--- src/rtl/config_store.sv ---
// config_store: configuration store for a small spiking-neuron core.
//
// Holds the neuron parameter set (threshold, leak, refractory period and the
// signed voltage limits) and an N_INPUT x N_OUTPUT synapse weight table. All
// three control strobes arrive as levels from the SPI front end and are turned
// into single-cycle events by rising-edge detection.
//
// Ports:
//   sclk, reset                    clock, asynchronous active-high reset
//   load_params                    strobe: commit the candidate parameter set
//   update_synapse                 strobe: write syn_weight at (syn_src, syn_dst)
//   net_reset                      strobe: zero the weight table (one entry/cycle)
//   param_threshold/leak/refr      unsigned candidate parameters
//   param_vmax/vmin                signed candidate voltage limits
//   syn_src, syn_dst, syn_weight   synapse write request
//   rd_src, rd_dst                 weight read address
//   rd_weight                      registered read data (0 for bad address)
//   threshold/leak/refr/vmax/vmin  committed neuron parameters
//   cfg_valid                      a parameter set has been committed
//   busy                           clear sweep in progress
//   err_range, err_param, err_drop sticky error flags
//   wr_count                       committed synapse writes, saturating at 255
module config_store #(
  parameter int WIDTH    = 16,
  parameter int N_INPUT  = 4,
  parameter int N_OUTPUT = 3
) (
  input  logic                        sclk,
  input  logic                        reset,
  input  logic                        load_params,
  input  logic                        update_synapse,
  input  logic                        net_reset,
  input  logic [WIDTH-1:0]            param_threshold,
  input  logic [WIDTH-1:0]            param_leak,
  input  logic [WIDTH-1:0]            param_refr,
  input  logic signed [WIDTH-1:0]     param_vmax,
  input  logic signed [WIDTH-1:0]     param_vmin,
  input  logic [$clog2(N_INPUT)-1:0]  syn_src,
  input  logic [$clog2(N_OUTPUT)-1:0] syn_dst,
  input  logic signed [WIDTH-1:0]     syn_weight,
  input  logic [$clog2(N_INPUT)-1:0]  rd_src,
  input  logic [$clog2(N_OUTPUT)-1:0] rd_dst,
  output logic signed [WIDTH-1:0]     rd_weight,
  output logic [WIDTH-1:0]            threshold,
  output logic [WIDTH-1:0]            leak,
  output logic [WIDTH-1:0]            refr,
  output logic signed [WIDTH-1:0]     vmax,
  output logic signed [WIDTH-1:0]     vmin,
  output logic                        cfg_valid,
  output logic                        busy,
  output logic                        err_range,
  output logic                        err_param,
  output logic                        err_drop,
  output logic [7:0]                  wr_count
);

  localparam int SW      = $clog2(N_INPUT);
  localparam int DW      = $clog2(N_OUTPUT);
  localparam int N_ENTRY = N_INPUT * N_OUTPUT;
  localparam int IW      = $clog2(N_ENTRY);

  // One extra bit so the entry counts themselves are representable.
  localparam logic [SW:0]   SRC_LIMIT = N_INPUT[SW:0];
  localparam logic [DW:0]   DST_LIMIT = N_OUTPUT[DW:0];
  localparam logic [IW-1:0] LAST_IDX  = IW'(N_ENTRY - 1);

  localparam logic [0:0] ST_IDLE  = 1'b0;
  localparam logic [0:0] ST_CLEAR = 1'b1;

  logic [0:0]       state_q, state_d;
  logic [IW-1:0]    sweepIdx_q, sweepIdx_d;
  logic             loadPrev_q, updPrev_q, netPrev_q;
  logic [WIDTH-1:0] threshold_q, threshold_d;
  logic [WIDTH-1:0] leak_q, leak_d;
  logic [WIDTH-1:0] refr_q, refr_d;
  logic [WIDTH-1:0] vmax_q, vmax_d;
  logic [WIDTH-1:0] vmin_q, vmin_d;
  logic             cfgValid_q, cfgValid_d;
  logic             errRange_q, errRange_d;
  logic             errParam_q, errParam_d;
  logic             errDrop_q, errDrop_d;
  logic [7:0]       wrCount_q, wrCount_d;
  logic [WIDTH-1:0] rdData_q, rdData_d;
  logic [WIDTH-1:0] mem_q [N_ENTRY];

  logic          loadEv, updEv, netEv;
  logic          synInRange, rdInRange, wrEn, loadOk;
  logic [IW-1:0] wrIdx, rdIdx;

  assign loadEv = load_params & ~loadPrev_q;
  assign updEv  = update_synapse & ~updPrev_q;
  assign netEv  = net_reset & ~netPrev_q;

  assign synInRange = ({1'b0, syn_src} < SRC_LIMIT) && ({1'b0, syn_dst} < DST_LIMIT);
  assign rdInRange  = ({1'b0, rd_src} < SRC_LIMIT) && ({1'b0, rd_dst} < DST_LIMIT);
  assign wrIdx      = IW'(syn_src) * IW'(N_OUTPUT) + IW'(syn_dst);
  assign rdIdx      = IW'(rd_src) * IW'(N_OUTPUT) + IW'(rd_dst);

  // A write only lands when idle and no clear starts on the same edge.
  assign wrEn   = updEv && (state_q == ST_IDLE) && !netEv && synInRange;
  assign loadOk = $signed(param_vmin) < $signed(param_vmax);

  // Next-state logic. Error sets are applied after the net_reset clear so a
  // fault detected on the clearing edge is still recorded.
  always_comb begin
    state_d     = state_q;
    sweepIdx_d  = sweepIdx_q;
    threshold_d = threshold_q;
    leak_d      = leak_q;
    refr_d      = refr_q;
    vmax_d      = vmax_q;
    vmin_d      = vmin_q;
    cfgValid_d  = cfgValid_q;
    errRange_d  = errRange_q;
    errParam_d  = errParam_q;
    errDrop_d   = errDrop_q;
    wrCount_d   = wrCount_q;
    rdData_d    = rdInRange ? mem_q[rdIdx] : '0;

    case (state_q)
      ST_IDLE: begin
        if (netEv) begin
          state_d    = ST_CLEAR;
          sweepIdx_d = '0;
        end
      end
      default: begin
        if (netEv) begin
          sweepIdx_d = '0;
        end else if (sweepIdx_q == LAST_IDX) begin
          state_d    = ST_IDLE;
          sweepIdx_d = '0;
        end else begin
          sweepIdx_d = sweepIdx_q + 1'b1;
        end
      end
    endcase

    if (netEv) begin
      errRange_d = 1'b0;
      errParam_d = 1'b0;
      errDrop_d  = 1'b0;
      wrCount_d  = '0;
    end

    if (updEv) begin
      if ((state_q == ST_CLEAR) || netEv) begin
        errDrop_d = 1'b1;
      end else if (!synInRange) begin
        errRange_d = 1'b1;
      end
    end

    if (wrEn && (wrCount_q != 8'hFF)) begin
      wrCount_d = wrCount_q + 8'd1;
    end

    if (loadEv) begin
      if (loadOk) begin
        threshold_d = param_threshold;
        leak_d      = param_leak;
        refr_d      = param_refr;
        vmax_d      = param_vmax;
        vmin_d      = param_vmin;
        cfgValid_d  = 1'b1;
      end else begin
        errParam_d = 1'b1;
      end
    end
  end

  always_ff @(posedge sclk or posedge reset) begin
    if (reset) begin
      state_q     <= ST_IDLE;
      sweepIdx_q  <= '0;
      loadPrev_q  <= 1'b0;
      updPrev_q   <= 1'b0;
      netPrev_q   <= 1'b0;
      threshold_q <= '0;
      leak_q      <= '0;
      refr_q      <= '0;
      vmax_q      <= '0;
      vmin_q      <= '0;
      cfgValid_q  <= 1'b0;
      errRange_q  <= 1'b0;
      errParam_q  <= 1'b0;
      errDrop_q   <= 1'b0;
      wrCount_q   <= '0;
      rdData_q    <= '0;
    end else begin
      state_q     <= state_d;
      sweepIdx_q  <= sweepIdx_d;
      loadPrev_q  <= load_params;
      updPrev_q   <= update_synapse;
      netPrev_q   <= net_reset;
      threshold_q <= threshold_d;
      leak_q      <= leak_d;
      refr_q      <= refr_d;
      vmax_q      <= vmax_d;
      vmin_q      <= vmin_d;
      cfgValid_q  <= cfgValid_d;
      errRange_q  <= errRange_d;
      errParam_q  <= errParam_d;
      errDrop_q   <= errDrop_d;
      wrCount_q   <= wrCount_d;
      rdData_q    <= rdData_d;
    end
  end

  // Weight table. The sweep and host writes never coincide because writes are
  // only accepted in IDLE; reads sample the pre-edge value (read-before-write).
  always_ff @(posedge sclk or posedge reset) begin
    if (reset) begin
      for (int i = 0; i < N_ENTRY; i++) begin
        mem_q[i] <= '0;
      end
    end else if (state_q == ST_CLEAR) begin
      mem_q[sweepIdx_q] <= '0;
    end else if (wrEn) begin
      mem_q[wrIdx] <= syn_weight;
    end
  end

  assign rd_weight = rdData_q;
  assign threshold = threshold_q;
  assign leak      = leak_q;
  assign refr      = refr_q;
  assign vmax      = vmax_q;
  assign vmin      = vmin_q;
  assign cfg_valid = cfgValid_q;
  assign busy      = (state_q == ST_CLEAR);
  assign err_range = errRange_q;
  assign err_param = errParam_q;
  assign err_drop  = errDrop_q;
  assign wr_count  = wrCount_q;

endmodule

--- config.mk ---
export PLATFORM = sky130hd
export DESIGN_NAME = config_store
export DESIGN_NICKNAME = d
export VERILOG_FILES = /design/src/rtl/config_store.sv
export SDC_FILE = /design/constraint.sdc
export NUM_CORES = 1
export LEC_CHECK = 0
export CAP_MARGIN = 25
export CORE_MARGIN = 4
export CORE_UTILIZATION = 40
export DETAILED_ROUTE_END_ITERATION = 7
export SETUP_SLACK_MARGIN = 0.2
export SLEW_MARGIN = 20
export SYNTH_ARGS = -nofsm -noshare
export SYNTH_HDL_FRONTEND = slang
export SYNTH_SLANG_ARGS = --single-unit
--- constraint.sdc ---
create_clock -name sclk -period 12.75 [get_ports sclk]
set_input_delay 1.9125 -clock sclk [delete_from_list [all_inputs] [get_ports sclk]]
set_output_delay 1.9125 -clock sclk [all_outputs]
set_load 0.03 [all_outputs]
; ---- After elaboration in Yosys (flattened, before gate mapping)
; Index checks and enable logic that the tools add are counted.
; Widths: inputs -> output; s select.
[word_totals]
reg_bits = 308
input_bits = 109
word_cells = 99
[classes]
n_addsub = 4
multipliers = 2
n_lt_le_gt_ge = 8
eq_ne = 2
mux = 31
bitwise = 12
reduce_logical = 12
[op_table]
columns = cell, count
row1 = $mux 192, 2
row2 = $and 192x192->192, 1
row3 = $bwmux 192, 1
row4 = $not 192->192, 1
row5 = $demux 16 s4, 2
row6 = $mux 16, 5
row7 = $bmux 16 s4, 1
row8 = $lt 16x16->1, 1
row9 = $mux 4, 4
row10 = $mux 8, 2
row11 = $ge 5x5->1 const B, 3
row12 = $not 4->5, 3
row13 = $mux 1, 14
row14 = $lt 5x1->1 const B, 2
row15 = $add 4x2->4, 2
row16 = $add 8x1->8 const B, 1
row17 = $mul 2x2->4 const B, 2
row18 = $ne 8x8->1 const B, 1
row19 = $logic_and 1x1->1, 6
row20 = $reduce_bool 2->1, 3
row21 = $add 4x1->4 const B, 1
row22 = $eq 4x4->1 const B, 1
row23 = $lt 2x2->1 const B, 2
row24 = $not 1->1, 4
row25 = 4 further kinds, 6

; ---- Logic depth before layout (Yosys ltp)
; Gate-level depths: netlist of run 1.
[logic_depth]
word_depth = 10
mapped_depth = 10
depth_no_buf = 8

; ---- Worst setup path before layout of run 1
; No wires, ideal clock.
[synth_timing]
path_type = input to register
start = input rd_src[0]
end = register rdData_q[10] (netlist: rd_weight[10])
setup_time_ns = 0.137
arrival_time_ns = 4.270
setup_slack_ns = 8.343
stages = 9
path_buffers = 2
cell_sequence = fa_1 > ha_1 > buf_1 > clkbuf_1 > mux4_2 > mux2i_1 > nor2_1 > a21oi_1 > a21oi_1
[synth_via]
elab_chain_cells = 7
[synth_lines]
columns = element, line
row1 = "start, declared", 41  ; input logic [$clog2(N_INPUT)-1:0] rd_src,
row2 = $mul 2x2->4, 97  ; assign rdIdx = IW'(rd_src) * IW'(N_OUTPUT) + IW'(rd_dst);
row3 = $add 4x2->4, 97
row4 = $not 4->5 (implied by the code), 118  ; rdData_d = rdInRange ? mem_q[rdIdx] : '0;
row5 = $bmux 16 s4, 118
row6 = $mux 16 (implied by the code) (2 in series), 118
row7 = $mux 16, 118
row8 = via rdData_d[10], 83  ; logic [WIDTH-1:0] rdData_q, rdData_d;
row9 = "end signal, assigned", 206  ; rdData_q <= rdData_d;
row10 = "end, declared", 83
; The timed path passes the listed nets, and every way through them passes these cells. The select of a mux whose other input is x is not followed.
; A chain may end at the register's enable or synchronous reset.

; ---- Worst setup path after layout of run 1
[layout_timing]
start = input rd_dst[1]
end = register rdData_q[0] (netlist: rd_weight[0])
[layout_via]
elab_chain_cells = 6
[layout_lines]
columns = element, line
row1 = "start, declared", 42  ; input logic [$clog2(N_OUTPUT)-1:0] rd_dst,
row2 = $add 4x2->4, 97
row3 = $not 4->5 (implied by the code), 118
row4 = $bmux 16 s4, 118
row5 = $mux 16 (implied by the code) (2 in series), 118
row6 = $mux 16 (*), 118
row7 = via rdData_d[0], 83
; Mark *: on every way through the listed nets, which the timed path passes. The rest lies on a longest branch. The select of a mux whose other input is x is not followed.

==> results.json, run 1 <==
{
  "crit_path_end_kind": "flip-flop",
  "p_leak_uw": 0.007839,
  "synth_most_common_cell": "dfrtp_1",
  "synth_async_sr_flop_share_pct": 100.0,
  "clk_path_buf_depth": 3,
  "internal_power_uw": 2014,
  "layout.cells.non_filler": 1622,
  "cts_tree": "done",
  "final_hold_viol_count": 0,
  "yosysWarnings": 0,
  "grt_pass1_wl_um": 58280,
  "postCtsSetupRepairBufs": 0,
  "syn_area_per_cell_um2": 14.47,
  "grt_max_degree": 184,
  "numPortBuffers": 217,
  "p_clk_share_pct": 33.2,
  "dp.cells": 1561,
  "synth_ff_type": "dfrtp_1",
  "clkSlewWorstSetupHoldPaths_ps": 60,
  "core_area_um2": 33700,
  "switching_power_uw": 912.2,
  "ctsHoldBuffers": 0,
  "powerDensity_nw_per_um2": 168.5,
  "clock_skew_ps": 19.30,
  "antenna_found_initial": 1,
  "drcViolationCount": 0,
  "die_w_um": 193.1,
  "place.gp.congestion": 0.7439,
  "setup_tns_ps": 0,
  "max_clock_freq_mhz": 190.5,
  "finalCritPeriodShare_pct": 41.18,
  "rsz0062_at_grt": "false",
  "fin_nets": 1289,
  "first_pass_iters": 5,
  "yosysUniqueCellTypes": 43,
  "routed-via-count": 9025,
  "synth_seq_cells": 308,
  "critPathKind": "primary input to flip-flop",
  "die-height_um": 193.1,
  "post_drt_wl_per_cell_um": 22.73,
  "yosysTopAreaCellShare_pct": 56.24,
  "peakVddDrop_uv": 119.7,
  "cts_resized": 0,
  "yosysTopAreaCell": "dfrtp_1",
  "final_layout_size_suffix_gt1_share_pct": 18.76,
  "startpoint_type": "primary input",
  "finalSetupViolCount": 0,
  "rows": 67,
  "ys_top_cells_by_count": "dfrtp_1, a22o_1, mux2_4, clkbuf_1, mux4_2",
  "synth_edf_count": 0,
  "initial_core_util_pct": 40.67,
  "wl_um": 36860,
  "netlist_top_cells_area": "dfrtp_1, a22o_1, mux2_4",
  "max_cap_violations": 0,
  "power_frac_seq_pct": 39.1,
  "area_growth_pct": 26.75,
  "syn_area_um2": 13700,
  "fp.dieArea_um2": 37290,
  "ant_nets": 0,
  "htreeDepth": 2,
  "hpwl_um": 23370,
  "pwr-share-comb_pct": 27.7,
  "first_iter_violations": 645,
  "syn_inst": 947,
  "worstHoldPathType": "flip-flop to flip-flop",
  "sw_frac_of_total_pct": 31.17,
  "fillCellCount": 2864,
  "clock_latency_ps": 510,
  "critPathMaxFanout": 48,
  "regArea_um2": 7707,
  "seq_area_frac_synth_pct": 56.24,
  "cts_buffers": 35,
  "grtUsageTotal_pct": 19.96,
  "worstPathRequired_ps": 13090,
  "root_buffer": "clkbuf_16",
  "ios": 218,
  "maxSlewViolCount": 0,
  "worst_slew_pin_slew_ps": 1026,
  "routed_via_density": 5.564,
  "grt_pass1_vias": 9731,
  "arrival_ps": 5590,
  "clock-sinks": 308,
  "gr-total-overflow": 0,
  "outcome": "finished, final reports clean",
  "min_period_ps": 5250,
  "multi_input_area_um2": 5523,
  "synth_fp_nets": 1084,
  "slew_headroom_pct": 31.58
}
-- worst max-delay path, stage by stage --
cell and delay, ps:
clkdlybuf4s50_1 940, fa_1 540, ha_2 320, buf_4 650, mux4_2 600, mux2i_1 250, nor2_1 110, a21oi_1 180
a21oi_1 80
-- worst paths after layout --
kind | cells after the start | endpoint | slack (ps) | start
max | 9 | rd_weight[0] | 7500 | rd_dst[1]
min | 1 | cfg_valid | 470 | cfg_valid
max reg2reg | 6 | mem_q[31] | 9680 | busy
min reg2reg | 1 | cfg_valid | 470 | cfg_valid
max in group asynchronous | 3 | mem_q[133] | 9320 | reset
min in group asynchronous | 2 | threshold[6] | 1950 | reset
-- flip-flops by register name, summed over array words and instances (netlist names), 4 cells and up --
register	cells
sweepIdx_q	4
threshold	16
refr	16
vmin	16
leak	16
mem_q	192
wr_count	8
rd_weight	16
vmax	16
-- per-layer routing --
layer / vias up / part of all wire (%) / GRT usage (%) / wire [um]
met5: - / 0 / 0 / 0
met1: 4766 / 45 / 28.40 / 16450
met3: 32 / 5.7 / 4.033 / 2097
li1: 3978 / - / - / -
met2: 249 / 48 / 32.25 / 17810
met4: 0 / 1.4 / 4.031 / 510
-- final cells by class --
class	count	area share, %
multi-input cells	542	31.79
repair buffers	241	13.78
diodes	1	0.01441
flip-flops and latches	308	44.37
well taps	448	3.227
inverters	24	0.5618
clock inverters	11	0.6627
clock buffers	47	5.590
-- metrics by stage --
stage          instance area [um^2]  total power [uW]  hold slack [ps]  utilization [%]  worst slack [ps]
2_1_floorplan                 13700              1634            460.8                -              2321
3_3_place_gp                  16230              1964            447.0            48.15              6850
3_5_place_dp                  16240              1970            466.9            48.20              6831
4_1_cts                       17330              2955            482.8            51.42              7345
6_report                      17370              2926            473.4            51.54              7500
5_1_grt                       17370              3040            498.4            51.54              7253
-- power by group through the flow --
stage,Sequential [uW],Clock (uW),Combinational (uW)
final,1140,971,812
after CTS,1140,993,818
after global placement,1160,0,807
after global routing,1160,1030,853
after floorplan,1330,0,304
after detailed placement,1150,0,817
-- cells by family after synthesis --
| kind of cell | Yosys count | share of synthesized area (%) |
|---|---|---|
| flops | 308 | 56.24 |
| compound gates | 269 | 15.67 |
| mux | 148 | 18.12 |
| buf+inv | 97 | 3.743 |
| simple gates | 96 | 3.387 |
| fa+ha+maj | 28 | 2.776 |
| xor+xnor | 1 | 0.06392 |
-- layout by cell type (no fill, tap or decap), types with 7 or more instances in the layout --
master and count:
clkbuf_16 35, o21ai_0 18, inv_1 23, nand3_1 7, a22o_1 192, mux4_2 48
clkbuf_1 7, buf_4 20, nor2_1 38, mux2i_1 19, dfrtp_1 308, clkdlybuf4s50_1 217
nand2_1 14, ha_1 22, mux2_4 80, a21oi_1 43, nand2b_1 8
Power figures use the tool's default switching activity.
==> run 2: changes to the inputs <==
==> constraint.sdc (replaced) <==
create_clock -name sclk -period 5.08 [get_ports sclk]
set_input_delay 0.762 -clock sclk [delete_from_list [all_inputs] [get_ports sclk]]
set_output_delay 0.762 -clock sclk [all_outputs]
set_load 0.03 [all_outputs]
==> run 2 against run 1 <==
Compared with the run above: sequential share of layout area is 0.41 points lower; count of clock-buffer cells in the layout grew 5; routed wire length is 0.82% higher; die area unchanged; clock skew up 0.89 ps; first-iteration DRC count is 2.5% lower; global-route usage increased by 0.21 points; sequential cell count is the same; non-clock buffer count increased by 15; register-to-register slack got worse by 6900 ps; worst setup slack got worse by 6100 ps.
==> results.json, run 2 (synthesis gave the netlist of run 1 again) <==
{
  "fp.dieArea_um2": 37290,
  "fin_ws_ps": 1431,
  "routed-via-count": 9121,
  "slew_headroom_pct": 45.18,
  "first_iter_violations": 629,
  "clk_path_buf_depth": 3,
  "rows": 67,
  "p_total_uw": 7432,
  "max_clock_freq_mhz": 274.0,
  "worstPathRequired_ps": 5480,
  "cts_tree": "done",
  "gr-total-overflow": 0,
  "p_leak_uw": 0.007943,
  "wl_um": 37170,
  "postCtsSetupRepairBufs": 0,
  "place.gp.congestion": 0.7628,
  "antenna_found_initial": 1,
  "pre_cts_slack_ps": 894.8,
  "clkSlewWorstSetupHoldPaths_ps": 60,
  "numPortBuffers": 217,
  "maxSlewViolCount": 0,
  "final_layout_size_suffix_gt1_share_pct": 19.43,
  "initial_core_util_pct": 40.67,
  "clock-sinks": 308,
  "area_growth_pct": 27.92,
  "final_cell_mix": "dfrtp_1, clkdlybuf4s50_1, a22o_1, mux2_4, mux4_2",
  "critPathKind": "primary input to flip-flop",
  "largest_reg_flops": 192,
  "fillCellCount": 2806,
  "drcViolationCount": 0,
  "core_area_um2": 33700,
  "arrival_ps": 4050,
  "finalCritPeriodShare_pct": 71.83,
  "crit_path_end_kind": "flip-flop",
  "grtUsageTotal_pct": 20.16,
  "first_pass_iters": 5,
  "outcome": "finished, final reports clean",
  "hpwl_um": 24090,
  "ant_nets": 0,
  "rsz0062_at_grt": "false",
  "htreeDepth": 2,
  "grt_pass1_wl_um": 58440,
  "cts_buffers": 36,
  "design_area_um2": 17530,
  "routed_via_density": 5.551,
  "worstHoldPathType": "flip-flop to flip-flop",
  "fin_nets": 1305,
  "die-height_um": 193.1,
  "critPathMaxFanout": 24,
  "clock_skew_ps": 20.19,
  "max_cap_violations": 0,
  "cts_resized": 0,
  "dpl-instance-area_um2": 16380,
  "min_period_ps": 3649,
  "setup_tns_ps": 0,
  "regMostFlops": "mem_q",
  "ctsHoldBuffers": 0,
  "final_common_cell": "dfrtp_1",
  "holdWs_ps": 482.5,
  "finalSetupViolCount": 0,
  "ios": 218,
  "clock_latency_ps": 520,
  "powerDensity_nw_per_um2": 424.0,
  "die_w_um": 193.1,
  "worst_slew_pin_slew_ps": 822.3,
  "startpoint_type": "primary input",
  "final_hold_viol_count": 0,
  "peakVddDrop_uv": 288.8,
  "post_drt_wl_per_cell_um": 22.62,
  "root_buffer": "clkbuf_16",
  "grt_pass1_vias": 9581,
  "grt_max_degree": 114
}
-- run 2: report_power, final --
| part | total (uW) | internal (uW) | switching, uW |
|---|---|---|---|
| sequential | 2870 | 2700 | 169 |
| clock | 2510 | 1480 | 1030 |
| combinational | 2050 | 924 | 1130 |
-- run 2: metrics by stage --
| step | util [%] | cells |
|---|---|---|
| floorplan | - | 947 |
| global placement | 48.59 | 1578 |
| detailed placement | 48.59 | 1578 |
| CTS | 52.01 | 1642 |
| global route | 52.02 | 1643 |
| finish | 52.02 | 1643 |
-- run 2: final timing paths --
check | from | slack [ps] | depth (start not counted) | to
hold / removal | err_param | 480 | 2 | err_param
hold reg to reg | err_param | 480 | 2 | err_param
setup / recovery | param_vmax[6] | 1430 | 10 | refr[15]
max in group asynchronous | reset | 3190 | 4 | mem_q[25]
min in group asynchronous | reset | 770 | 3 | wr_count[3]
setup reg to reg | busy | 2760 | 7 | mem_q[160]
-- run 2: area by class of cell --
type	instances	area (um^2)	area share, %
multi-input cells	542	5499	31.37
well taps	448	560.5	3.197
repair buffers	256	2515	14.35
flip-flops and latches	308	7707	43.97
clock inverters	12	111.4	0.6352
diodes	1	2.502	0.01427
inverters	24	93.84	0.5353
clock buffers	52	1041	5.938
-- run 2: layer usage --
layer  global-route usage (%)  routed length [um]  vias to the layer above
met1                    28.69               16440                     4755
met3                    4.501                2421                       52
met4                    5.065                 680                        0
li1                         -                   -                     4012
met2                    31.78               17630                      302
met5                        0                   0                        -
-- run 2: critical path, cell delays in order --
cell	delay (ps)
clkdlybuf4s50_1	490
inv_1	50
ha_1	300
and3_1	200
a221oi_1	370
o22ai_1	190
a2111oi_4	390
mux2_4	530
buf_4	420
mux2_4	340
==> run 3: changes to the inputs <==
==> constraint.sdc (replaced) <==
create_clock -name sclk -period 3.62 [get_ports sclk]
set_input_delay 0.543 -clock sclk [delete_from_list [all_inputs] [get_ports sclk]]
set_output_delay 0.543 -clock sclk [all_outputs]
set_load 0.03 [all_outputs]
==> run 3 against run 2 <==
Compared with the run above: count of clock-buffer cells in the layout down 5; clock skew fell by 2.1 ps; sequential share of layout area fell by 0.44 points; core utilization grew 0.53 points; register-to-register slack worse by 1200 ps; clock power increased by 46%; die area did not move; sequential power rose by 40%; sequential cell count unchanged; total power increased by 42%; cell area is 1.0% higher; critical endpoint is now refr[12].
==> results.json, run 3 (synthesis gave the netlist of run 1 again) <==
{
  "outcome": "finished, final reports clean",
  "htreeDepth": 2,
  "drcViolationCount": 0,
  "fin_nets": 1312,
  "min_period_ps": 3082,
  "grt_pass1_wl_um": 57420,
  "die-height_um": 193.1,
  "postCtsSetupRepairBufs": 0,
  "worst-path-buf-inv": 3,
  "fillCellCount": 2883,
  "fp.dieArea_um2": 37290,
  "slowest_delay_ps": 480,
  "max_cap_violations": 0,
  "powerDensity_nw_per_um2": 597.7,
  "core_area_um2": 33700,
  "dr_wl_met3_um": 1869,
  "maxSlewViolCount": 0,
  "cpMostUsedCell": "mux2_4",
  "finalSetupViolCount": 0,
  "numPortBuffers": 217,
  "clock_latency_ps": 530,
  "finalCritPeriodShare_pct": 85.14,
  "area_growth_pct": 29.22,
  "clock_skew_ps": 18.10,
  "pre_cts_slack_ps": 30.22,
  "regMostFlops": "mem_q",
  "grtUsageTotal_pct": 19.78,
  "die_w_um": 193.1,
  "r2r_slack_ps": 1550,
  "grt_max_degree": 52,
  "first_iter_violations": 711,
  "slew_headroom_pct": 40.75,
  "ant_nets": 0,
  "worst_slew_pin_slew_ps": 886.8,
  "wl_met2_um": 17460,
  "cp_top_family": "compound AO/OA/AOI/OAI gates",
  "final_layout_size_suffix_gt1_share_pct": 20.08,
  "worstHoldPathType": "flip-flop to flip-flop",
  "wl_um": 36300,
  "final_cell_mix": "dfrtp_1, clkdlybuf4s50_1, a22o_1, mux2_4, mux4_2",
  "crit_cells": 10,
  "final_hold_viol_count": 0,
  "first_pass_iters": 7,
  "cts_tree": "done",
  "crit_path_end_kind": "flip-flop",
  "gr-total-overflow": 0,
  "routed-via-count": 9072,
  "dp.cells": 1586,
  "fin_ws_ps": 537.8,
  "largest_reg_flops": 192,
  "wl_met1_um": 16200,
  "arrival_ps": 3480,
  "clock-sinks": 308,
  "critPathMaxFanout": 34,
  "routed_via_density": 5.502,
  "worstPathRequired_ps": 4020,
  "rsz0062_at_grt": "false",
  "clkSlewWorstSetupHoldPaths_ps": 60,
  "startpoint_type": "primary input",
  "max_clock_freq_mhz": 324.4,
  "root_buffer": "clkbuf_16",
  "ctsHoldBuffers": 0,
  "routed.top_layer": "met4",
  "critPathKind": "primary input to flip-flop",
  "cts_resized": 0,
  "antenna_found_initial": 1,
  "grt_pass1_vias": 9692,
  "rows": 67,
  "place.gp.congestion": 0.7828,
  "cts_buffers": 35,
  "hpwl_um": 23910,
  "clk_path_buf_depth": 3,
  "rr_worst_depth": 6,
  "initial_core_util_pct": 40.67,
  "ios": 218,
  "final_common_cell": "dfrtp_1",
  "hold_path_depth": 1,
  "layout.cells.non_filler": 1649,
  "path_cells": "clkdlybuf4s50_1, inv_1, ha_1, and3_1, a221oi_1, o22ai_1, a2111oi_4, mux2_4, buf_12, mux2_4",
  "post_drt_wl_per_cell_um": 22.02,
  "peakVddDrop_uv": 381.8,
  "slowest_stage": "clkdlybuf4s50_1",
  "p_leak_uw": 0.008026
}
==> run 3: metal layers <==
layer / global-route usage [%] / vias up
li1: - / 4033
met1: 27.87 / 4703
met2: 31.98 / 284
met3: 3.529 / 52
met4: 5.283 / 0
met5: 0 / -
==> run 3: worst paths after layout <==
kind / startpoint / endpoint
min in group asynchronous: reset / mem_q[94]
max in group asynchronous: reset / threshold[4]
max: param_vmax[6] / refr[12]
min: cfg_valid / cfg_valid
max reg2reg: busy / mem_q[7]
min reg2reg: cfg_valid / cfg_valid
==> run 3: layout make-up <==
class | count | area (um^2) | share of cell area (%)
inverters | 24 | 93.84 | 0.5299
clock buffers | 47 | 1002 | 5.660
diodes | 1 | 2.502 | 0.01413
multi-input cells | 542 | 5499 | 31.05
repair buffers | 264 | 2650 | 14.97
flip-flops and latches | 308 | 7707 | 43.52
well taps | 448 | 560.5 | 3.165
clock inverters | 15 | 192.7 | 1.088
==> run 3: metrics by stage <==
step | hold slack, ps | instance area [um^2] | setup TNS [ps] | utilization [%] | power (uW)
2_1_floorplan | 460.8 | 13710 | -314760 | - | 5756
3_3_place_gp | 448.0 | 16510 | 0 | 48.99 | 6960
3_5_place_dp | 455.2 | 16510 | 0 | 48.99 | 6981
4_1_cts | 469.3 | 17710 | 0 | 52.54 | 10720
5_1_grt | 499.5 | 17710 | 0 | 52.55 | 11040
6_report | 462.1 | 17710 | 0 | 52.55 | 10580
==> run 3: power by group <==
part / total, uW / switching (uW) / internal (uW)
combinational: 2880 / 1560 / 1320
sequential: 4030 / 239 / 3790
clock: 3670 / 1430 / 2240
